$ cat config.mk
export PLATFORM = sky130hd
export DESIGN_NAME = cache_axi_rd_arbiter
export DESIGN_NICKNAME = d
export VERILOG_FILES = /design/src/rtl/cache_axi_rd_arbiter_pkg.sv /design/src/rtl/cache_axi_rd_arbiter_arb_rr2.sv /design/src/rtl/cache_axi_rd_arbiter.sv
export SDC_FILE = /design/constraint.sdc
export NUM_CORES = 1
export LEC_CHECK = 0
export ABC_AREA = 1
export CORE_MARGIN = 2
export CORE_UTILIZATION = 35
export CTS_BUF_LIST = sky130_fd_sc_hd__clkbuf_8
export DETAILED_ROUTE_END_ITERATION = 12
export PLACE_DENSITY = 0.83
export RECOVER_POWER = 50
export SLEW_MARGIN = 0
export SYNTH_ARGS = -nofsm -noshare
export SYNTH_HDL_FRONTEND = slang
export SYNTH_HIERARCHICAL = 1
export SYNTH_SLANG_ARGS = --single-unit
$ cat constraint.sdc
create_clock -name clk -period 2.5 [get_ports clk]
set_clock_uncertainty 0.15 [all_clocks]
set_input_delay 0.5 -clock clk [delete_from_list [all_inputs] [get_ports clk]]
set_output_delay 0.5 -clock clk [all_outputs]
set_load 0.01 [all_outputs]
$ cat src/rtl/cache_axi_rd_arbiter_pkg.sv
// Shared types and AXI constants for the cache refill read arbiter.
// Imported by the arbiter top and its round-robin helper.
package cache_axi_pkg;

  typedef enum logic [1:0] {
    IDLE = 2'd0,
    AR   = 2'd1,
    R    = 2'd2
  } state_e;

  localparam int ID_ICACHE = 0;
  localparam int ID_DCACHE = 1;

  localparam logic [1:0] AXI_BURST_INCR = 2'b01;
  localparam logic [2:0] AXI_SIZE_4B    = 3'b010;
  localparam logic [1:0] AXI_RESP_OKAY  = 2'b00;

endpackage

$ cat src/rtl/cache_axi_rd_arbiter_arb_rr2.sv
// Two-way round-robin arbiter; bit 0 = icache, bit 1 = dcache.
// last_grant resets to icache so dcache wins the first tie.
module arb_rr2
  import cache_axi_pkg::*;
(
  input  logic       clk,
  input  logic       rstn,
  input  logic [1:0] req,
  input  logic       update,
  output logic [1:0] gnt
);

  logic last_grant;

  always_comb begin
    gnt = 2'b00;
    unique case (1'b1)
      (req == 2'b11): gnt = last_grant ? 2'b01 : 2'b10;
      (req == 2'b10): gnt = 2'b10;
      (req == 2'b01): gnt = 2'b01;
      default:        gnt = 2'b00;
    endcase
  end

  always_ff @(posedge clk or negedge rstn) begin
    if (!rstn) begin
      last_grant <= 1'b0;
    end else if (update) begin
      last_grant <= gnt[1];
    end
  end

endmodule

$ cat src/rtl/cache_axi_rd_arbiter.sv
// Merges icache and dcache refill reads onto one AXI4 read master.
// One burst outstanding; grant held from AR issue until rlast.
module cache_axi_rd_arbiter
  import cache_axi_pkg::*;
#(
  parameter int LINE_BEATS = 4,
  parameter int ID_W       = 4
) (
  input  logic            clk,
  input  logic            rstn,
  input  logic            i_arvalid,
  input  logic [31:0]     i_araddr,
  output logic            i_arready,
  output logic            i_rvalid,
  output logic            i_rlast,
  output logic [31:0]     i_rdata,
  input  logic            i_rready,
  input  logic            d_arvalid,
  input  logic [31:0]     d_araddr,
  input  logic            d_uncached,
  output logic            d_arready,
  output logic            d_rvalid,
  output logic            d_rlast,
  output logic [31:0]     d_rdata,
  input  logic            d_rready,
  output logic [ID_W-1:0] m_arid,
  output logic [31:0]     m_araddr,
  output logic [7:0]      m_arlen,
  output logic [2:0]      m_arsize,
  output logic [1:0]      m_arburst,
  output logic            m_arvalid,
  input  logic            m_arready,
  input  logic [ID_W-1:0] m_rid,
  input  logic [31:0]     m_rdata,
  input  logic [1:0]      m_rresp,
  input  logic            m_rlast,
  input  logic            m_rvalid,
  output logic            m_rready,
  output logic            rd_err
);

  state_e     state;
  logic       owner_d;
  logic [7:0] beat_cnt;
  logic [1:0] req;
  logic [1:0] gnt;
  logic       take;
  logic       ar_hs;
  logic       r_hs;
  logic       own_rready;
  logic       in_r;

  assign req  = {d_arvalid, i_arvalid};
  assign take = (state == IDLE) && (|req);

  arb_rr2 u_arb (
    .clk    (clk),
    .rstn   (rstn),
    .req    (req),
    .update (take),
    .gnt    (gnt)
  );

  assign in_r       = (state == R);
  assign own_rready = owner_d ? d_rready : i_rready;
  assign ar_hs      = (state == AR) && m_arready;
  assign r_hs       = in_r && m_rvalid && own_rready;

  assign m_arvalid = (state == AR);
  assign i_arready = ar_hs && !owner_d;
  assign d_arready = ar_hs && owner_d;

  assign m_rready = in_r && own_rready;
  assign i_rvalid = in_r && !owner_d && m_rvalid;
  assign i_rlast  = in_r && !owner_d && m_rlast;
  assign d_rvalid = in_r && owner_d && m_rvalid;
  assign d_rlast  = in_r && owner_d && m_rlast;
  assign i_rdata  = m_rdata;
  assign d_rdata  = m_rdata;

  always_ff @(posedge clk or negedge rstn) begin
    if (!rstn) begin
      state     <= IDLE;
      owner_d   <= 1'b0;
      m_arid    <= '0;
      m_araddr  <= '0;
      m_arlen   <= '0;
      m_arsize  <= '0;
      m_arburst <= '0;
      beat_cnt  <= '0;
    end else begin
      unique case (state)
        IDLE: begin
          if (take) begin
            owner_d   <= gnt[1];
            m_araddr  <= gnt[0] ? i_araddr : d_araddr;
            m_arid    <= gnt[0] ? ID_W'(ID_ICACHE)
                                : ID_W'(ID_DCACHE);
            m_arlen   <= (gnt[1] && d_uncached)
                         ? 8'd0 : 8'(LINE_BEATS - 1);
            m_arsize  <= AXI_SIZE_4B;
            m_arburst <= AXI_BURST_INCR;
            state     <= AR;
          end
        end
        AR: begin
          if (m_arready) begin
            beat_cnt <= '0;
            state    <= R;
          end
        end
        R: begin
          if (r_hs) begin
            beat_cnt <= beat_cnt + 8'd1;
            if (m_rlast) state <= IDLE;
          end
        end
        default: state <= IDLE;
      endcase
    end
  end

  // beat_cnt is the index of the current beat; rlast belongs at arlen
  always_ff @(posedge clk or negedge rstn) begin
    if (!rstn) begin
      rd_err <= 1'b0;
    end else if (r_hs) begin
      if (m_rresp != AXI_RESP_OKAY) rd_err <= 1'b1;
      if (m_rlast && beat_cnt != m_arlen) rd_err <= 1'b1;
      if (!m_rlast && beat_cnt >= m_arlen) rd_err <= 1'b1;
    end
  end

  rid_match: assert property (
    @(posedge clk) disable iff (!rstn)
    r_hs |-> (m_rid == m_arid)
  );

endmodule

==> tab_implementation.tex <==
\begin{tabular}{lr}
\hline
Metric & Value \\
\hline
\multicolumn{2}{l}{\textbf{Clock network}} \\
Worst-case clock buffer depth & 2 \\
Clock transition at the register clock pins on the worst setup and hold paths after CTS & approximately 0.09 ns \\
Root buf cell & sky130\_fd\_sc\_hd\_\_clkbuf\_8 \\
Clock buffers created by TritonCTS & 5 \\
Clock tree from TritonCTS & yes \\
Total clock sinks & 48 \\
Clock latency on the worst-skew pair & 0.29 ns \\
Number of H-tree branching levels & 2 \\
Cts hold-fix bufs & 0 \\
\multicolumn{2}{l}{\textbf{Global route}} \\
Remaining Overflow, GRT & 0 \\
Combined global-route utilization of all metal layers & between 10\% and 20\% \\
Via count of the first global-routing pass & 2462 \\
Number of antenna violations at the first check in global routing & 0 \\
Wire length of the first global-routing pass & $\sim$11 mm \\
Largest net degree at the start of global routing & 67 \\
\multicolumn{2}{l}{\textbf{Die}} \\
Initial standard-cell utilization of the core & 35.8\% \\
I/O pins & 234 \\
Total Die Area & 9630 um2 \\
Vertical extent of the die & 98.2 um \\
Width of the die & 98.2 um \\
Std-Cell Rows & 34 \\
Core area & approximately 8700 um2 \\
\multicolumn{2}{l}{\textbf{Timing}} \\
Final number of hold-violating endpoints & 0 \\
RSZ-0062 raised after global routing & no \\
Worst-Margin Slew & between 1 and 1.5 ns \\
Hold\_ws & 0.330 ns \\
Final worst-path cycle share & around 95\% \\
Maximum operating frequency & 421 MHz \\
Total negative setup slack & 0 ns \\
Final Max Tran Viols & 0 \\
Number of setup violations in the final report & 0 \\
Time the final worst path needs with I/O delays and setup & 2.37 ns \\
Worst max-slew margin expressed relative to the limit & 10.9\% \\
\multicolumn{2}{l}{\textbf{Synthesis}} \\
Number of instances in the synthesized netlist & around 420 \\
Post-synthesis xor/xnor area fraction & 0.282\% \\
Compound-Gate Fraction of Synth Area & 13.1\% \\
Synthesized-area fraction occupied by adder cells & $\sim$1.2\% \\
FF+latch count, synth & 48 \\
Sequential element share of the synthesized area & 38.7\% \\
Synthesized-area fraction occupied by and/or/nand/nor cells & approximately 19\% \\
Number of distinct library cells after synthesis & 28 \\
Synth area leader & sky130\_fd\_sc\_hd\_\_dfrtp\_1 \\
Portion of synthesized cell area occupied by the leading cell type & 38.7\% \\
Fraction of synthesized area in multiplexers & 0\% \\
Cell area after technology mapping & 3100 um2 \\
Largest family of logic cells by synthesized area & buffers and inverters \\
Total of warnings raised by yosys & 6 \\
Top cells by area, synth & sky130\_fd\_sc\_hd\_\_dfrtp\_1, sky130\_fd\_sc\_hd\_\_buf\_4, sky130\_fd\_sc\_hd\_\_nand2\_1, sky130\_fd\_sc\_hd\_\_o21ai\_0, sky130\_fd\_sc\_hd\_\_inv\_1 \\
Average size of a mapped cell & 7.44 um2 \\
\multicolumn{2}{l}{\textbf{Layout}} \\
Share of cells above drive strength 1 & $\sim$5.3\% \\
Utilization after layout & 46.2\% \\
Final \#Nets & 582 \\
Leading cell type in the layout, fill and taps excluded & sky130\_fd\_sc\_hd\_\_clkdlybuf4s50\_1 \\
Layout fillers & 852 \\
Synthesis-to-finish area growth & 29.3\% \\
Number of non-filler instances in the completed layout & 576 \\
Commonest non-fill, non-tap cells in the layout & sky130\_fd\_sc\_hd\_\_clkdlybuf4s50\_1, sky130\_fd\_sc\_hd\_\_nand2\_1, sky130\_fd\_sc\_hd\_\_o21ai\_0 \\
\# diodes & 0 \\
\multicolumn{2}{l}{\textbf{Routing}} \\
Drt total wl & 6.79 mm \\
DR iter-0 viols & 128 \\
Wirelength per Cell & roughly 12 um \\
Initial DRT Pass Iterations & 4 \\
Post-route DRC & 0 \\
Total number of vias & 2611 \\
Via count normalized by instance count & between 4 and 5 \\
Remaining antenna violation count after routing & 0 \\
\multicolumn{2}{l}{\textbf{Setup path}} \\
Endpoint type of the worst setup path & primary output \\
Worst-path cell chain & clkdlybuf4s50\_1 > nand2\_1 > a21oi\_1 > clkdlybuf4s50\_1 \\
Critical path's largest stage delay & 0.54 ns \\
Endpoint arrival time on the critical path & 1.72 ns \\
CP startpoint kind & input pin \\
Critical R2R Launch & m\_arlen[0] \\
Maximum fanout encountered on the critical timing path & 2 \\
Kind of critical path & in2out \\
Most used cell, CP & sky130\_fd\_sc\_hd\_\_clkdlybuf4s50\_1 \\
Crit path required time & approximately 1.9 ns \\
Timing startpoint of the critical path & d\_rready \\
Cell with the biggest individual delay on the critical path & sky130\_fd\_sc\_hd\_\_clkdlybuf4s50\_1 \\
\multicolumn{2}{l}{\textbf{Flow run}} \\
Count of maximum capacitance violations & 0 \\
\multicolumn{2}{l}{\textbf{Place}} \\
Half-perimeter wire length of the detailed placement result & 5.18 mm \\
Number of buffer cells added on primary ports & 121 \\
Inst Count DP & 568 \\
Routability cong. & 0.873 \\
\multicolumn{2}{l}{\textbf{Status}} \\
Result of the run & complete, no violations \\
\multicolumn{2}{l}{\textbf{Min path}} \\
Class of the worst hold path & in2async \\
\multicolumn{2}{l}{\textbf{Power and ir drop}} \\
Power Dens Cells & roughly 930 nW/um2 \\
Leak Pwr & 1.94 nW \\
Total power after layout & between 3 and 4 mW \\
Highest ir drop seen on vdd & 534 uV \\
\hline
\end{tabular}
==> critical path: cells and delay by family <==
family | cells | cell delay [ns]
buffers and inverters | 2 | 1.00
AOI/OAI and AO/OA | 1 | 0.15
and+or+nand+nor | 1 | 0.07
==> registers in the layout, indices dropped and copies added (netlist names) <==
name / count
m_araddr: 32
m_arburst: 1
u_arb/last_grant: 1
rd_err: 1
state: 2
beat_cnt: 8
m_arid: 1
m_arlen: 1
owner_d: 1
==> metrics by stage <==
stage          area (um2)  setup WS [ns]
2_1_floorplan        3140          0.740
3_3_place_gp         3900         0.0750
3_5_place_dp         3900         0.0262
4_1_cts              4020         0.0166
5_1_grt              4010         0.0526
6_report             4010          0.126
==> worst paths after layout <==
check | slack [ns] | depth (start not counted) | endpoint
max | 0.13 | 4 | m_rready
min | 0.33 | 1 | state[0]
max reg2reg | 0.90 | 8 | rd_err
min reg2reg | 0.33 | 2 | rd_err
max in group asynchronous | 0.58 | 2 | m_araddr[2]
min in group clk | 0.33 | 2 | rd_err
==> cells by family after synthesis <==
| group | after synthesis |
|---|---|
| buffers and inverters | 143 |
| and+or+nand+nor | 143 |
| AOI/OAI and AO/OA | 78 |
| DFF | 48 |
| adders and majority gates | 3 |
| xor gates and xnor gates | 1 |
| other | 1 |
==> Yosys cell counts <==
cell type,count
sky130_fd_sc_hd__nand3_1,12
sky130_fd_sc_hd__ha_1,3
sky130_fd_sc_hd__nand2_2,3
sky130_fd_sc_hd__a21oi_2,1
sky130_fd_sc_hd__buf_4,79
sky130_fd_sc_hd__o31ai_1,1
sky130_fd_sc_hd__or2_1,1
sky130_fd_sc_hd__o21ai_1,7
sky130_fd_sc_hd__or2_2,1
sky130_fd_sc_hd__clkbuf_1,3
sky130_fd_sc_hd__inv_2,3
sky130_fd_sc_hd__nand2_1,100
sky130_fd_sc_hd__nor2_1,16
sky130_fd_sc_hd__nor3_1,4
sky130_fd_sc_hd__nor2_4,1
sky130_fd_sc_hd__dfrtp_1,48
sky130_fd_sc_hd__clkbuf_2,2
sky130_fd_sc_hd__o21ai_0,63
sky130_fd_sc_hd__nand2_4,2
sky130_fd_sc_hd__buf_2,9
sky130_fd_sc_hd__a21oi_1,3
sky130_fd_sc_hd__o21bai_1,1
sky130_fd_sc_hd__a22oi_1,1
sky130_fd_sc_hd__o21ai_2,1
sky130_fd_sc_hd__xor2_1,1
sky130_fd_sc_hd__nand4_1,3
sky130_fd_sc_hd__conb_1,1
sky130_fd_sc_hd__inv_1,47
==> power breakdown <==
| group | total, mW | internal (mW) | leakage (nW) | switching, mW |
|---|---|---|---|---|
| Clock | 0.581 | 0.302 | 0.0548 | 0.279 |
| Combinational | 1.84 | 0.931 | 1.30 | 0.911 |
| Sequential | 1.31 | 1.10 | 0.589 | 0.206 |
| Total | 3.73 | 2.33 | 1.94 | 1.40 |
==> metal layers <==
metal | track usage [%] | vias to the layer above | share of wire (%)
met2 | 24.7 | 109 | 49
met3 | 5.65 | 10 | 9.6
met4 | 4.64 | 0 | 1.3
li1 | - | 1305 | -
met1 | 15.9 | 1187 | 40
met5 | 0 | - | 0
==> repair_timing <==
| action | CTS | global route |
|---|---|---|
| gates resized for setup | 0 | 4 |
| endpoints found under the setup margin | 0 | 4 |
| setup buffers | 0 | 0 |
==> cell type report <==
class | instances | area [um2] | share of cell area [%]
repair buffers | 125 | 1270 | 31.6
flip-flops and latches | 48 | 1200 | 29.9
multi-input cells | 237 | 1110 | 27.6
inverters | 50 | 188 | 4.68
well taps | 108 | 135 | 3.37
clock buffers | 5 | 68.8 | 1.71
clock inverters | 3 | 46.3 | 1.15
(Power assumes the default switching activity.)
